## src/rtl/prog_loader.sv

```systemverilog
// ---------------------------------------------------------------------------
// prog_loader
//
// Loads a program image into program memory from a byte-wide stream and
// keeps the processor in reset until a complete, checksum-verified image has
// been written.
//
// Stream frame: 0xA5, LEN_H, LEN_L, LEN payload bytes, CSUM
//   LEN  : 16-bit big-endian byte count, legal range 1..2^N
//   CSUM : 8-bit sum of the payload bytes, mod 256
//
// Parameters:
//   N : program memory address width (image capacity is 2^N bytes, N <= 15)
//   M : program memory word width (must be 8, one stream byte per word)
//
// Ports:
//   clock     : system clock, rising edge
//   reset     : asynchronous, active-high reset
//   in_data   : stream byte
//   in_valid  : in_data valid this cycle
//   in_ready  : loader accepts a byte this cycle (always 1 out of reset)
//   mem_we    : program memory write enable, one-cycle pulse
//   mem_addr  : program memory write address
//   mem_wdata : program memory write data
//   cpu_hold  : keeps the processor in reset while high
//   done      : a valid image has been loaded
//   err       : last load attempt failed
// ---------------------------------------------------------------------------
module prog_loader #(
  parameter int N = 12,
  parameter int M = 8
) (
  input  logic         clock,
  input  logic         reset,
  input  logic [7:0]   in_data,
  input  logic         in_valid,
  output logic         in_ready,
  output logic         mem_we,
  output logic [N-1:0] mem_addr,
  output logic [M-1:0] mem_wdata,
  output logic         cpu_hold,
  output logic         done,
  output logic         err
);

  localparam logic [7:0]  SYNC     = 8'hA5;
  // Capacity as a 17-bit value so it can be compared against the full
  // 16-bit LEN field without truncation, including LEN = 2^N itself.
  localparam logic [16:0] CAPACITY = 17'(2 ** N);
  localparam logic [N:0]  ONE      = (N + 1)'(1);

  typedef enum logic [2:0] {
    S_IDLE,
    S_LEN_H,
    S_LEN_L,
    S_DATA,
    S_CSUM,
    S_DONE,
    S_ERR
  } state_t;

  state_t     state;
  logic [7:0] len_hi;
  // Length and counter are N+1 bits so a full 2^N image is representable
  // and the write address never wraps.
  logic [N:0] len;
  logic [N:0] count;
  logic [7:0] sum;

  logic [15:0] len_full;
  logic [N:0]  count_next;
  logic        len_bad;

  assign len_full   = {len_hi, in_data};
  assign count_next = count + ONE;
  assign len_bad    = (len_full == 16'd0) || ({1'b0, len_full} > CAPACITY);

  // Frame parser. Every output is a register updated together with the
  // state transition that implies it, so done/err/cpu_hold always reflect
  // the state entered on the previous edge.
  always_ff @(posedge clock or posedge reset) begin
    if (reset) begin
      state     <= S_IDLE;
      len_hi    <= '0;
      len       <= '0;
      count     <= '0;
      sum       <= '0;
      in_ready  <= 1'b1;
      mem_we    <= 1'b0;
      mem_addr  <= '0;
      mem_wdata <= '0;
      cpu_hold  <= 1'b1;
      done      <= 1'b0;
      err       <= 1'b0;
    end else begin
      in_ready <= 1'b1;
      mem_we   <= 1'b0;
      if (in_valid) begin
        case (state)
          S_IDLE: begin
            if (in_data == SYNC) begin
              state <= S_LEN_H;
            end
          end
          S_LEN_H: begin
            len_hi <= in_data;
            state  <= S_LEN_L;
          end
          S_LEN_L: begin
            if (len_bad) begin
              state <= S_ERR;
              err   <= 1'b1;
            end else begin
              len   <= len_full[N:0];
              count <= '0;
              sum   <= '0;
              state <= S_DATA;
            end
          end
          S_DATA: begin
            // 0xA5 here is ordinary payload; only the count ends the data.
            mem_we    <= 1'b1;
            mem_addr  <= count[N-1:0];
            mem_wdata <= M'(in_data);
            sum       <= sum + in_data;
            count     <= count_next;
            if (count_next == len) begin
              state <= S_CSUM;
            end
          end
          S_CSUM: begin
            if (in_data == sum) begin
              state    <= S_DONE;
              done     <= 1'b1;
              cpu_hold <= 1'b0;
            end else begin
              state <= S_ERR;
              err   <= 1'b1;
            end
          end
          S_DONE, S_ERR: begin
            // A new sync restarts the load and puts the processor back
            // into reset before any memory write can happen.
            if (in_data == SYNC) begin
              state    <= S_LEN_H;
              cpu_hold <= 1'b1;
              done     <= 1'b0;
              err      <= 1'b0;
            end
          end
          default: begin
            state <= S_IDLE;
          end
        endcase
      end
    end
  end

endmodule
```

## config.mk

```make
export PLATFORM = sky130hd
export DESIGN_NAME = prog_loader
export DESIGN_NICKNAME = d
export VERILOG_FILES = /design/src/rtl/prog_loader.sv
export SDC_FILE = /design/constraint.sdc
export NUM_CORES = 1
export LEC_CHECK = 0
export BUFFER_PORTS_ARGS = -buffer_cell sky130_fd_sc_hd__buf_2
export CAP_MARGIN = 20
export CORE_MARGIN = 5
export CORE_UTILIZATION = 40
export DETAILED_ROUTE_END_ITERATION = 8
export GPL_TIMING_DRIVEN = 0
export HOLD_SLACK_MARGIN = 0.12
export PLACE_DENSITY = 0.65
export SYNTH_ARGS = -nofsm -noshare
export SYNTH_HDL_FRONTEND = slang
export SYNTH_SLANG_ARGS = --single-unit
```

## constraint.sdc

```tcl
create_clock -name clock -period 5.2 [get_ports clock]
set_input_delay 1.04 -clock clock [delete_from_list [all_inputs] [get_ports clock]]
set_output_delay 1.04 -clock clock [all_outputs]
set_load 0.01 [all_outputs]
```

Word level (Yosys, flattened, before mapping)
Index checks and enable logic that the tools add are counted.

Bits of input ports: 11. Word-level logic and storage cells: 66. Flip-flop bits (word level): 69. Memories: 0. Output and inout port bits: 25. ROM bits: 0. Memory bits (writable): 0. Latch bits: 0.

Bitwise operators: 1. Shift operators: 0. Muxes and demuxes: 20. Reduce and logical (&&, ||, !) cells: 15. Equality and inequality tests: 16. Magnitude comparators: 1. $add $sub $neg: 2. Div/mod/pow operators: 0. $mul: 0.

Operator list (count): one-hot mux 13 bit (2 select lines) (1); greater-than comparator 16 x 13 -> 1 bit, second input constant (1); logical NOT 16 bit (1); one-hot mux 8 bit (2 select lines) (1); one-hot mux 3 bit (5 select lines) (1); adder 13 x 1 -> 13 bit, second input constant (1); equality test 13 bit (1); two-way mux 13 bit (1); inequality test 2 bit, second input constant (6); equality test 3 bit, second input constant (3); two-way mux 3 bit (3); AND reduction 3 bit (3); adder 8 bit (1); equality test 8 bit (1); equality test 8 bit, second input constant (1); two-way mux 1 bit (8); two-way mux 8 bit (1); equality test 3 x 2 -> 1 bit, second input constant (2); AND reduction 5 bit (1); one-hot mux 1 bit (2 select lines) (2); AND reduction 2 bit (2); AND reduction 4 bit (1); nonzero test 2 bit (2); equality test 3 x 1 -> 1 bit, second input constant (1); other kinds (9) (9).

Longest topological paths before layout
Depth after elaboration: 4. Mapped depth: 8. Mapped depth without buffers: 8.

Worst setup path before layout
Ideal clock, no wire load.

Path kind: input -> register. Start: input port in_data[7]. End: register len[0]. Data arrival time: 2844 ps. Data required time: 5075 ps. Library setup time: 125 ps. Buffers on the path: 2. Cell stages on the path: 7. Slack: 2231 ps. Cells stage by stage: buf_2 -> nor4_1 -> nand4_1 -> a2111oi_4 -> nand3_2 -> buf_6 -> mux2_4.

Longest elaborated chain between the ends: 4. Elaborated cells on any way between the ends: 5. Classes of those cells: 1 x order compare; 1 x bitwise; 3 x reduce/logical.

RTL lines: start, declared (RTL line 35) `input logic [7:0] in_data,`; greater-than comparator 16 x 13 -> 1 bit or logical NOT 16 bit (tied branches) (RTL line 76) `assign len_bad = (len_full == 16'd0) || ({1'b0, len_full} > CAPACITY);`; logical OR 1 bit (*) (RTL line 76); inverter 1 bit (no source line) (*); AND reduction 3 bit (no source line) (*); end signal, assigned (RTL line 114) `len <= len_full[N:0];`; end, declared (RTL line 66) `logic [N:0] len;`.

Mark *: on every way between the ends. The rest lies on a longest branch, timed or not. A chain may end at the register's enable or synchronous reset.

Final worst setup path
Start: input port in_data[1]. End: register count[10].

Longest elaborated chain between the ends: 4. Elaborated cells on any way between the ends: 5. Classes of those cells: 1 x order compare; 1 x eq/ne; 3 x reduce/logical.

RTL lines: greater-than comparator 16 x 13 -> 1 bit or logical NOT 16 bit (tied branches) (RTL line 76); logical OR 1 bit (*) (RTL line 76); inequality test 2 bit (no source line) (*); AND reduction 3 bit (no source line) (*); end signal, assigned (RTL line 126) `count <= count_next;`; end, declared (RTL line 67) `logic [N:0] count;`.

Marked as above.

==> impl_metrics.py <==
metrics = {
    "run_status": {
        "status": "finished clean",
    },
    "timing": {
        "fin_tns_setup_ps": 0,
        "tightestPinTransition_ps": 850,
        "fmaxAchievable_mhz": 309,
        "period_share": 0.622,
        "rsz0062_at_grt": "false",
        "hold_violations": 0,
        "fin_skew_ps": 11.4,
        "slew_viol_final": 0,
        "slew_headroom": 0.433,
        "fin_crit_ps": 3240,
        "setup_viol": 0,
    },
    "routing": {
        "ant_nets": 0,
        "wl_per_cell_um": 16.3,
        "drt_wl_total_um": 9070,
        "drcViolationCount": 0,
        "firstDrtPassIters": 4,
        "vias": 3011,
        "drtIter0Drc": 145,
        "viasPerCell": 5.41,
    },
    "global_routing": {
        "grt_pass1_vias": 3011,
        "grt-ovfl-total": 0,
        "grt_pass1_wl_um": 15100,
        "grt_max_degree": 70,
        "antenna_found_initial": 0,
        "grt_use_total": 0.168,
    },
    "logic_synthesis": {
        "synth.top_cell.area_share": 0.456,
        "synth_enable_flop_cells": 0,
        "synth_cell_types": 53,
        "synth_top_family_by_area": "simple AND/OR/NAND/NOR gates",
        "yosysWarnings": 0,
        "synth-async-reset-ratio": 1.00,
        "synthFlopType": "dfrtp_1",
        "synth_area_leaders": "dfrtp_1 (46%), nand2_1 (9.4%), o21ai_0 (4.2%)",
        "synthSimpleGateAreaFrac": 0.201,
        "postSynthCellCount": 399,
        "synth-seq-area-share": 0.463,
        "synth_compound_area_frac": 0.143,
        "synth-adder-area-share": 0.0322,
        "synth_mux_area_frac": 0.0681,
        "syn-num-nets": 419,
        "synthesis.area_mm2": 0.00373,
        "yosysTopAreaCell": "dfrtp_1",
        "ys_seq_elements": 69,
        "synth-xor-area-share": 0.0564,
        "syn_avg_cell_area_um2": 9.34,
    },
    "min_path": {
        "hp-class": "reg2reg",
    },
    "cells_and_area": {
        "multi_input_area_mm2": 0.00187,
        "diodes": 0,
        "fin_util": 0.458,
        "fin_area_mm2": 0.00420,
        "nets": 462,
        "drive_gt1_frac": 0.179,
        "final_cells": 557,
        "seqCellArea_mm2": 0.00173,
        "syn2layout_area_growth_pct": 12.5,
        "fill_cells": 885,
    },
    "job": {
        "maxCapViolCount": 0,
    },
    "die": {
        "die_y_um": 107,
        "start_util": 0.407,
        "fp.dieArea_mm2": 0.0114,
        "core_mm2": 0.00915,
        "rows": 35,
        "ios": 36,
        "fp.dieW_um": 107,
    },
    "cts": {
        "cts-root-buf": "clkbuf_8",
        "clk-insertion-delay-late_ps": 350,
        "cts_buffers": 9,
        "cts_max_level": 3,
        "cts-resized-gates": 0,
        "cts_buffer_depth": 2,
        "tritoncts": "yes",
        "cts.sink_count": 69,
        "post_cts_buffers": 0,
        "cts_hold_buf": 0,
        "clkTransAtPathRegs_ps": 80,
    },
    "placed_design": {
        "port_buffers": 32,
        "dp_cells": 542,
        "place_hpwl_um": 6410,
        "place_area_mm2": 0.00403,
        "gp_congestion": 0.804,
    },
    "critical_path": {
        "critPathRequiredTime_ps": 5430,
        "path_class": "in2reg",
        "arrival_ps": 3460,
        "cp_max_fo": 10,
        "critPathCaptureType": "flip-flop",
        "start_kind": "input port",
    },
    "power_and_ir_drop": {
        "p_leak_nw": 2.02,
        "ir_drop_mv": 0.184,
        "power.density_mw_per_mm2": 481,
    },
}
kinds of logic after synthesis:
kind of cell	count (synthesis)
adder cells (fa/ha/maj)	9
other	1
AND/OR/NAND/NOR	167
buffers and inverters	31
XOR/XNOR	24
AO/OA/AOI/OAI	78
multiplexers	20
flip-flops	69
final cells by class:
class,instances,area share
Buffer,23,0.0239
Clock buffer,10,0.0328
Clock inverter,5,0.00656
Inverter,8,0.00775
Multi-Input combinational cell,299,0.446
Sequential cell,69,0.412
Tap cell,111,0.0331
Timing Repair Buffer,32,0.0382
routing by layer:
metal  routed length [um]  up-vias  GRT usage
met5                    0        -          0
met1                 4280     1453      0.230
met3                  431        8     0.0389
li1                     -     1476          -
met4                   96        0     0.0457
met2                 4260       74      0.270
critical path, stage by stage:
cell,delay (ps)
buf_2,180
nor4_2,490
nand4_1,230
a2111oi_4,650
o211ai_2,250
clkbuf_1,300
o21ai_0,230
o31ai_1,90
Yosys cell counts, drive strengths merged, types with 3 or more instances:
cell type	instances
a21oi	7
nand4	5
dfrtp	68
clkbuf	18
a22o	3
and3	4
o211ai	3
nand2	93
a31oi	3
a31o	3
nor4	7
buf	5
xor2	13
nor3	9
nand3	7
o21ai	31
nand2b	4
o31ai	8
mux2	19
inv	8
a21o	5
nor2	26
nor2b	5
xnor2	11
ha	8
power breakdown:
group / leakage (nW) / internal [mW] / switching, mW
clock network: 0.0877 / 0.180 / 0.208
logic: 1.04 / 0.355 / 0.444
registers: 0.892 / 0.697 / 0.132
registers in the layout (all words and copies together), names as in the netlist:
| register | count |
|---|---|
| count | 13 |
| len | 13 |
| mem_addr | 12 |
| len_hi | 8 |
| mem_wdata | 8 |
| sum | 8 |
| state | 3 |
| cpu_hold | 1 |
| done | 1 |
| err | 1 |
| mem_we | 1 |
layout by cell type, fill, tap and decap left out, types with 8 or more instances in the layout:
| cell type | Yosys | routed |
|---|---|---|
| nand2_1 | 93 | 93 |
| xor2_1 | 13 | 13 |
| buf_2 | 2 | 34 |
| mux2_4 | 8 | 8 |
| ha_1 | 8 | 8 |
| nor3_1 | 9 | 9 |
| xnor2_1 | 11 | 11 |
| o21ai_0 | 31 | 31 |
| nor2_1 | 26 | 26 |
| o31ai_1 | 8 | 8 |
| clkbuf_8 | 0 | 10 |
| dfrtp_1 | 68 | 68 |
| clkbuf_1 | 18 | 18 |
| mux2_2 | 11 | 11 |
through the flow:
stage / worst slack (ps) / hold slack [ps] / total power [mW]
final: 1960 / 470 / 2.02
after global routing: 1820 / 506 / 2.16
after CTS: 1980 / 476 / 2.03
after detailed placement: 1610 / 458 / 1.63
after global placement: 1540 / 455 / 1.60
after floorplan: 2230 / 453 / 1.41
final timing paths:
check,start,endpoint,slack [ps],cells after the start
worst max-delay path,in_data[1],count[10],1960,8
worst min-delay path,mem_addr[11],mem_addr[11],470,2
worst max register to register,count[0],state[0],2320,7
worst min register to register,mem_addr[11],mem_addr[11],470,2
max in group asynchronous,reset,len[9],3780,2
min in group asynchronous,reset,mem_addr[10],870,2
No activity file was read; power rests on OpenSTA's default activity.
